**src/rtl/dispatch_scoreboard.sv**
```systemverilog
// Dispatch stage with a register scoreboard: stalls on RAW/WAW hazards and when too many writes are in flight.
// Optional SB_ERR sticky error flag is enabled by defining SCOREBOARD_ERR_EN.
module dispatch_scoreboard #(
  parameter int MAX_INFLIGHT = 4,
  parameter int CNT_W        = 3
) (
  input  logic        CLK,
  input  logic        RST,
  input  logic        FLUSH,
  input  logic        MEM_WAIT,
  input  logic [31:0] SCHEDULE_PC,
  input  logic [16:0] SCHEDULE_OPCODE,
  input  logic [4:0]  SCHEDULE_RD,
  input  logic [4:0]  SCHEDULE_RS1,
  input  logic [4:0]  SCHEDULE_RS2,
  input  logic [11:0] SCHEDULE_CSR,
  input  logic [31:0] SCHEDULE_IMM,
  input  logic        WB_VALID,
  input  logic [4:0]  WB_RD,
`ifdef SCOREBOARD_ERR_EN
  output logic        SB_ERR,
`endif
  output logic        STALL,
  output logic        DISPATCH_VALID,
  output logic [31:0] DISPATCH_PC,
  output logic [16:0] DISPATCH_OPCODE,
  output logic [4:0]  DISPATCH_RD,
  output logic [11:0] DISPATCH_CSR,
  output logic [31:0] DISPATCH_IMM
);

  logic [31:0]      pending;
  logic [31:0]      pending_nxt;
  logic [CNT_W-1:0] inflight;
  logic [CNT_W-1:0] inflight_nxt;

  logic valid;
  logic rd_nz;
  logic full;
  logic hazard;
  logic dispatch;
  logic sb_set;
  logic wb_clr;

  assign valid    = (SCHEDULE_OPCODE != 17'd0);
  assign rd_nz    = (SCHEDULE_RD != 5'd0);
  assign full     = (inflight == CNT_W'(MAX_INFLIGHT));
  assign hazard   = valid & (pending[SCHEDULE_RS1] | pending[SCHEDULE_RS2] |
                             (rd_nz & pending[SCHEDULE_RD]) | (rd_nz & full));
  assign STALL    = hazard & ~FLUSH & ~MEM_WAIT;
  assign dispatch = valid & ~hazard & ~FLUSH & ~MEM_WAIT;
  assign sb_set   = dispatch & rd_nz;
  // Only a write that is actually outstanding may retire; anything else is spurious.
  assign wb_clr   = WB_VALID & (WB_RD != 5'd0) & pending[WB_RD];

  always_comb begin
    pending_nxt = pending;
    if (wb_clr) pending_nxt[WB_RD] = 1'b0;
    if (sb_set) pending_nxt[SCHEDULE_RD] = 1'b1;
    pending_nxt[0] = 1'b0;
  end

  always_comb begin
    inflight_nxt = inflight;
    case ({sb_set, wb_clr})
      2'b10:   inflight_nxt = inflight + CNT_W'(1);
      2'b01:   inflight_nxt = inflight - CNT_W'(1);
      default: inflight_nxt = inflight;
    endcase
  end

  always_ff @(posedge CLK) begin
    if (RST) begin
      pending  <= '0;
      inflight <= '0;
    end else begin
      pending  <= pending_nxt;
      inflight <= inflight_nxt;
    end
  end

  always_ff @(posedge CLK) begin
    if (RST || FLUSH) begin
      DISPATCH_VALID  <= 1'b0;
      DISPATCH_PC     <= '0;
      DISPATCH_OPCODE <= '0;
      DISPATCH_RD     <= '0;
      DISPATCH_CSR    <= '0;
      DISPATCH_IMM    <= '0;
    end else if (MEM_WAIT) begin
      DISPATCH_VALID  <= DISPATCH_VALID;
    end else if (dispatch) begin
      DISPATCH_VALID  <= 1'b1;
      DISPATCH_PC     <= SCHEDULE_PC;
      DISPATCH_OPCODE <= SCHEDULE_OPCODE;
      DISPATCH_RD     <= SCHEDULE_RD;
      DISPATCH_CSR    <= SCHEDULE_CSR;
      DISPATCH_IMM    <= SCHEDULE_IMM;
    end else begin
      DISPATCH_VALID  <= 1'b0;
      DISPATCH_PC     <= '0;
      DISPATCH_OPCODE <= '0;
      DISPATCH_RD     <= '0;
      DISPATCH_CSR    <= '0;
      DISPATCH_IMM    <= '0;
    end
  end

`ifdef SCOREBOARD_ERR_EN
  logic spurious_wb;
  logic overflow;

  assign spurious_wb = WB_VALID & (WB_RD != 5'd0) & ~pending[WB_RD];
  assign overflow    = sb_set & ~wb_clr & full;

  always_ff @(posedge CLK) begin
    if (RST)                         SB_ERR <= 1'b0;
    else if (spurious_wb | overflow) SB_ERR <= 1'b1;
  end
`endif

endmodule

```
**config.mk**
```make
export PLATFORM = sky130hd
export DESIGN_NAME = dispatch_scoreboard
export DESIGN_NICKNAME = d
export VERILOG_FILES = /design/src/rtl/dispatch_scoreboard.sv
export SDC_FILE = /design/constraint.sdc
export NUM_CORES = 1
export LEC_CHECK = 0
export CAP_MARGIN = 20
export CORE_MARGIN = 5
export CORE_UTILIZATION = 41
export CTS_BUF_LIST = sky130_fd_sc_hd__clkbuf_8
export DETAILED_ROUTE_END_ITERATION = 10
export PLACE_DENSITY = 0.76
export SLEW_MARGIN = 5
export SYNTH_ARGS = -nofsm -noshare
export SYNTH_HDL_FRONTEND = slang
export SYNTH_SLANG_ARGS = --single-unit
```
**constraint.sdc**
```tcl
create_clock -name CLK -period 3.43 [get_ports CLK]
set_input_delay 0.686 -clock CLK [delete_from_list [all_inputs] [get_ports CLK]]
set_output_delay 0.686 -clock CLK [all_outputs]
set_load 0.02 [all_outputs]
```
# Word level (Yosys, flattened, before mapping)
# Cells that the tools add are included.
# totals
output_inout_bits,100
word_cells,68
regBits,134
inputBits,118
# classes
order_cmp,6
addsub,2
n_mux,21
bitwise,20
eq_ne,3
reduce_logical,7
# ops
op,n
$mux W32,4
$and A32 B32 Y32,1
$not A32 Y32,1
$or A32 B32 Y32,1
$lt A5 B6 Y1 const B,4
$bmux W1 S5,4
$mux W17,1
$reduce_bool A17 Y1,1
$mux W12,1
$and A1 B1 Y1,11
$demux W1 S5,2
$ge A5 B1 Y1 const B,2
$reduce_bool A5 Y1,2
$mux W1,7
$pmux W3 S2,1
$mux W5,1
$add A3 B1 Y3 const B,1
$eq A3 B3 Y1 const B,1
$not A1 Y1,3
$or A1 B1 Y1,3
$sub A3 B1 Y3 const B,1
$eq A2 B1 Y1 const B,1
$eq A2 B2 Y1 const B,1
$logic_and A1 B1 Y1,2
other kinds (2),2

# Depth between registers and ports, before layout
# logic_depth
depth_word,13
ltp_mapped,13
mapped_depth_nobuf,11

# Least setup slack after synthesis
# No wires, ideal clock.
# synth_timing
path_kind,in2reg
start,input port SCHEDULE_RD[0]
end,register inflight[2]
path_stages,12
t_arrival_ps,3586
setup_time_ps,71
n_path_buf,1
slack_ps,-226
path_cell_list,buf_6 mux4_2 a22o_1 or4_1 a22oi_1 and3_1 nand3_1 ha_1 fa_1 xnor2_1 or3_1 a21oi_1
# synth_between
elab_chain_cells,13
# synth_lines
item,line,source
"start, declared",13,"input logic [4:0] SCHEDULE_RD,"
$bmux W1 S5,49,(rd_nz & pending[SCHEDULE_RD]) | (rd_nz & full));
$mux W1 (not written as such),49,
$and A1 B1 Y1,49,
$or A1 B1 Y1,48,assign hazard = valid & (pending[SCHEDULE_RS1] | pending[SCHEDULE_RS2] |
$or A1 B1 Y1,49,
$and A1 B1 Y1,48,
$not A1 Y1,51,assign dispatch = valid & ~hazard & ~FLUSH & ~MEM_WAIT;
$and A1 B1 Y1 (3 in a row),51,
$and A1 B1 Y1 *,52,assign sb_set = dispatch & rd_nz;
$eq A2 B1 Y1 / $eq A2 B2 Y1 (equally long branches),65,"case ({sb_set, wb_clr})"
$pmux W3 S2 / $reduce_bool A2 Y1 (equally long branches),-,
"end signal, assigned",78,inflight <= inflight_nxt;
"end, declared",34,logic [CNT_W-1:0] inflight;
# Every way passes the cells marked *; elsewhere a longest branch is shown, timed or not. The select of a mux whose other input is x is not followed.
# A chain may end at the register's enable or synchronous reset.

# Final worst setup path
# layout_timing
start,input port SCHEDULE_RD[0]
end,output port STALL
# layout_between
elab_chain_cells,8
# layout_lines
item,line,source
$bmux W1 S5,49,
$mux W1 (not written as such),49,
$and A1 B1 Y1,49,
$or A1 B1 Y1,48,
$or A1 B1 Y1 *,49,
$and A1 B1 Y1 *,48,
$and A1 B1 Y1 * (2 in a row),50,assign STALL = hazard & ~FLUSH & ~MEM_WAIT;
"end, declared",23,"output logic STALL,"
# Marked as above.

==> flow_summary_export.csv <==
group,metric,value,unit
run_status,status,"finished, final reports clean",
detailed_routing,first_pass_iters,5,
global_route,grt_pass1_vias,5757,
sta,tns,0,ns
sta,timing.final.crit_share,97.6,%
critical_path,timing.rr.end,"inflight[2]$_SDFFE_PP0P_",
critical_path,r2r_slack,0.20,ns
power_and_ir_drop,p_seq_share,45.8,%
logic_synthesis,yosysTopAreaCell,"dfxtp_1",
sta,rsz0062_at_grt,"false",
logic_synthesis,synth_area_leaders,"dfxtp_1 (46%), a22o_1 (15%), mux4_2 (8.7%)",
sta,relSlewSlack,49.1,%
layout,seqCellArea,0.00267,mm2
place,placedCellCount,919,
layout,fin_util,64.0,%
logic_synthesis,syn_nets,636,
floorplanning,start_util,41.6,%
clock_tree,cts_buffer_depth,2,
logic_synthesis,ys.flop_type,"dfxtp_1",
detailed_routing,drtIter0Drc,451,
clock_tree,cts_root_buf,"clkbuf_8",
power_and_ir_drop,totalPowerFinal,3510,uW
clock_tree,htree_num_levels,4,
logic_synthesis,netlist_instances,516,
place,finalWeightedCongestion,0.963,
clock_tree,cts_made_buffers,17,
clock_tree,cts_tree,"built",
logic_synthesis,ys_seq_elements,133,
clock_tree,postCtsHoldBufs,0,
floorplanning,core_area,0.0138,mm2
global_route,grtUsageTotal,24.9,%
critical_path,worstSetupPathType,"primary input to output pin",
sta,drv_slew,0,
detailed_routing,drt_wl_total,20800,um
clock_tree,post_cts_buffers,0,
clock_tree,insertion_delay,0.45,ns
sta,setup_viol,0,
critical_path,worst_r2r_path_depth,11,
power_and_ir_drop,power_density,398,mW/mm2
logic_synthesis,yosysSeqAreaShare,46.5,%
worst_hold_path,hold_class,"register to register",
detailed_routing,vias,5487,
layout,syn_to_final_growth,54.0,%
layout,layout.nets,878,
worst_hold_path,hold-path-cell-count,2,
power_and_ir_drop,sw_frac_of_total,24.9,%
floorplanning,die_x,128,um
critical_path,required,2.74,ns
layout,drive_gt1_share,17.1,%
critical_path,worstPathCellList,"buf_4, mux4_2, a22o_1, or4_4, a22oi_2, and3_4, a21oi_2, buf_4",
power_and_ir_drop,p_sw,871,uW
place,dpl.hpwl,15700,um
detailed_routing,wire_per_inst,21.9,um
clock_tree,cts.sinks,133,
critical_path,cp_data_arrival_time,2.66,ns
global_route,grt_max_degree,51,
critical_path,worstPathMaxFanout,3,
critical_path,endpoint_kind,"output pin",
floorplanning,die_h,128,um
global_route,grt_pass1_wl,31500,um
sta,hold_violations,0,
logic_synthesis,synth.avg_cell_area,11.1,um2
run,drv_cap,0,
power_and_ir_drop,internal-power,2630,uW
critical_path,crit_path_start_kind,"primary input",
layout,diodes,0,
logic_synthesis,synth.distinct_cells,49,
critical_path,startpoint,"SCHEDULE_RD[0]",
logic_synthesis,async_flop_share,0,%
floorplanning,die_area,0.0164,mm2
logic_synthesis,synth_edf_count,0,
sta,layout_min_cycle_time,3.35,ns
sta,finalClockSkew,0.0128,ns
worst_hold_path,hold_end,"DISPATCH_VALID$_SDFFE_PP0N_",
global_route,antenna_found_initial,1,
global_route,overflow,0,
detailed_routing,drc,0,
power_and_ir_drop,vdd_drop_max,0.291,mV
layout,fin_cells,951,
logic_synthesis,synth_most_common_cell,"dfxtp_1",
critical_path,slowest_stage,"mux4_2",
logic_synthesis,ys_warn_count,0,
floorplanning,io_pins,218,
layout,multi_input_area,0.00284,mm2
place,port-buffer-count,217,
logic_synthesis,synthDominantCellAreaShare,46.5,%
clock_tree,clkSlewWorstSetupHoldPaths,0.07,ns
logic_synthesis,ys_top_cells_by_count,"dfxtp_1 (133), a22o_1 (100), o31ai_1 (32)",
critical_path,r2r-start,"pending[31]$_SDFF_PP0_",
power_and_ir_drop,leakage,0.00330,uW
layout,fillers,1150,
logic_synthesis,syn_area,0.00573,mm2
floorplanning,fp-row-count,43,
critical_path,max_stage_delay,0.49,ns
worst_hold_path,hp-start,"DISPATCH_VALID$_SDFFE_PP0N_",
sta,max_freq,299,MHz
detailed_routing,vias_per_cell,5.77,
critical_path,cpMostUsedCell,"buf_4",
power_and_ir_drop,pwr-share-comb,14.5,%
detailed_routing,antenna_left,0,
sta,tightest_slew,0.763,ns
power_and_ir_drop,p_clk_share,39.8,%
-- kinds of logic after synthesis --
family          share of synthesized area [%]
xor+xnor                                0.306
mux                                      12.6
fa+ha+maj                               0.568
buf+inv                                  4.61
simple gates                             8.72
compound gates                           26.7
flops                                    46.5
-- worst max-delay path by stage --
| stage | end | slack (ns) | cells after the start |
|---|---|---|---|
| CTS | STALL | 0.02 | 8 |
| global placement | STALL | -0.81 | 8 |
| floorplan | inflight[2]$_SDFFE_PP0P_ | -0.15 | 12 |
| global route | STALL | 0.02 | 8 |
| detailed placement | STALL | -0.81 | 8 |
| finish | STALL | 0.08 | 8 |
-- routing by layer --
layer	track usage [%]	share of wire, %	vias up
met5	0	0.034	-
met4	11.8	3.7	2
met3	8.38	8.4	63
met2	39.3	48	279
met1	30.5	40	2615
li1	-	-	2528
-- sequential cells by signal (all words and copies together), names as in the netlist --
register,cells
inflight,3
DISPATCH_IMM,32
DISPATCH_OPCODE,17
pending,31
DISPATCH_RD,5
DISPATCH_PC,32
DISPATCH_CSR,12
DISPATCH_VALID,1
-- layout by cell type, fill, tap and decap left out, types with 8 or more instances in the layout --
| cell type | netlist | final |
|---|---|---|
| clkdlybuf4s50_1 | 0 | 207 |
| dfxtp_1 | 133 | 129 |
| a22o_1 | 100 | 100 |
| buf_4 | 1 | 52 |
| o31ai_1 | 32 | 32 |
| mux4_2 | 22 | 22 |
| nor2_1 | 22 | 22 |
| o211ai_1 | 21 | 21 |
| clkbuf_8 | 0 | 20 |
| nand2_1 | 16 | 16 |
| mux2i_1 | 16 | 16 |
| inv_1 | 8 | 10 |
| nor2b_1 | 9 | 9 |
| nand3b_1 | 8 | 8 |
-- per-stage QoR --
| step | instance area (um2) | hold slack (ns) | setup slack [ns] |
|---|---|---|---|
| after detailed placement | 8370 | 0.447 | -0.811 |
| after global routing | 8820 | 0.491 | 0.0204 |
| after global placement | 8370 | 0.431 | -0.807 |
| after CTS | 8780 | 0.461 | 0.0171 |
| final | 8820 | 0.453 | 0.0836 |
| after floorplan | 5740 | 0.453 | -0.147 |
-- what timing repair did --
item / in CTS / in global routing
pin swaps: 1 / 3
resized for setup: 17 / 14
setup endpoints to repair: 3 / 2
-- critical path, delay by kind of cell --
family | cells | cell delay [ns]
compound gates | 3 | 0.50
buf+inv | 2 | 0.27
mux | 1 | 0.49
simple gates | 2 | 0.71
-- power groups by stage --
stage	clock network [uW]	logic, uW	registers (uW)
floorplan	0	167	1670
global placement	0	491	1640
detailed placement	0	500	1640
CTS	1410	501	1600
global route	1480	536	1610
finish	1390	508	1600
-- final cells by class --
| cell class | count | share of cell area, % |
|---|---|---|
| inverter | 8 | 0.340 |
| multi-input combinational | 326 | 32.2 |
| timing repair buffer | 272 | 29.8 |
| clock inverter | 12 | 1.72 |
| tap | 180 | 2.55 |
| clock buffer | 20 | 3.12 |
| sequential | 133 | 30.2 |
(Power assumes the default switching activity.)
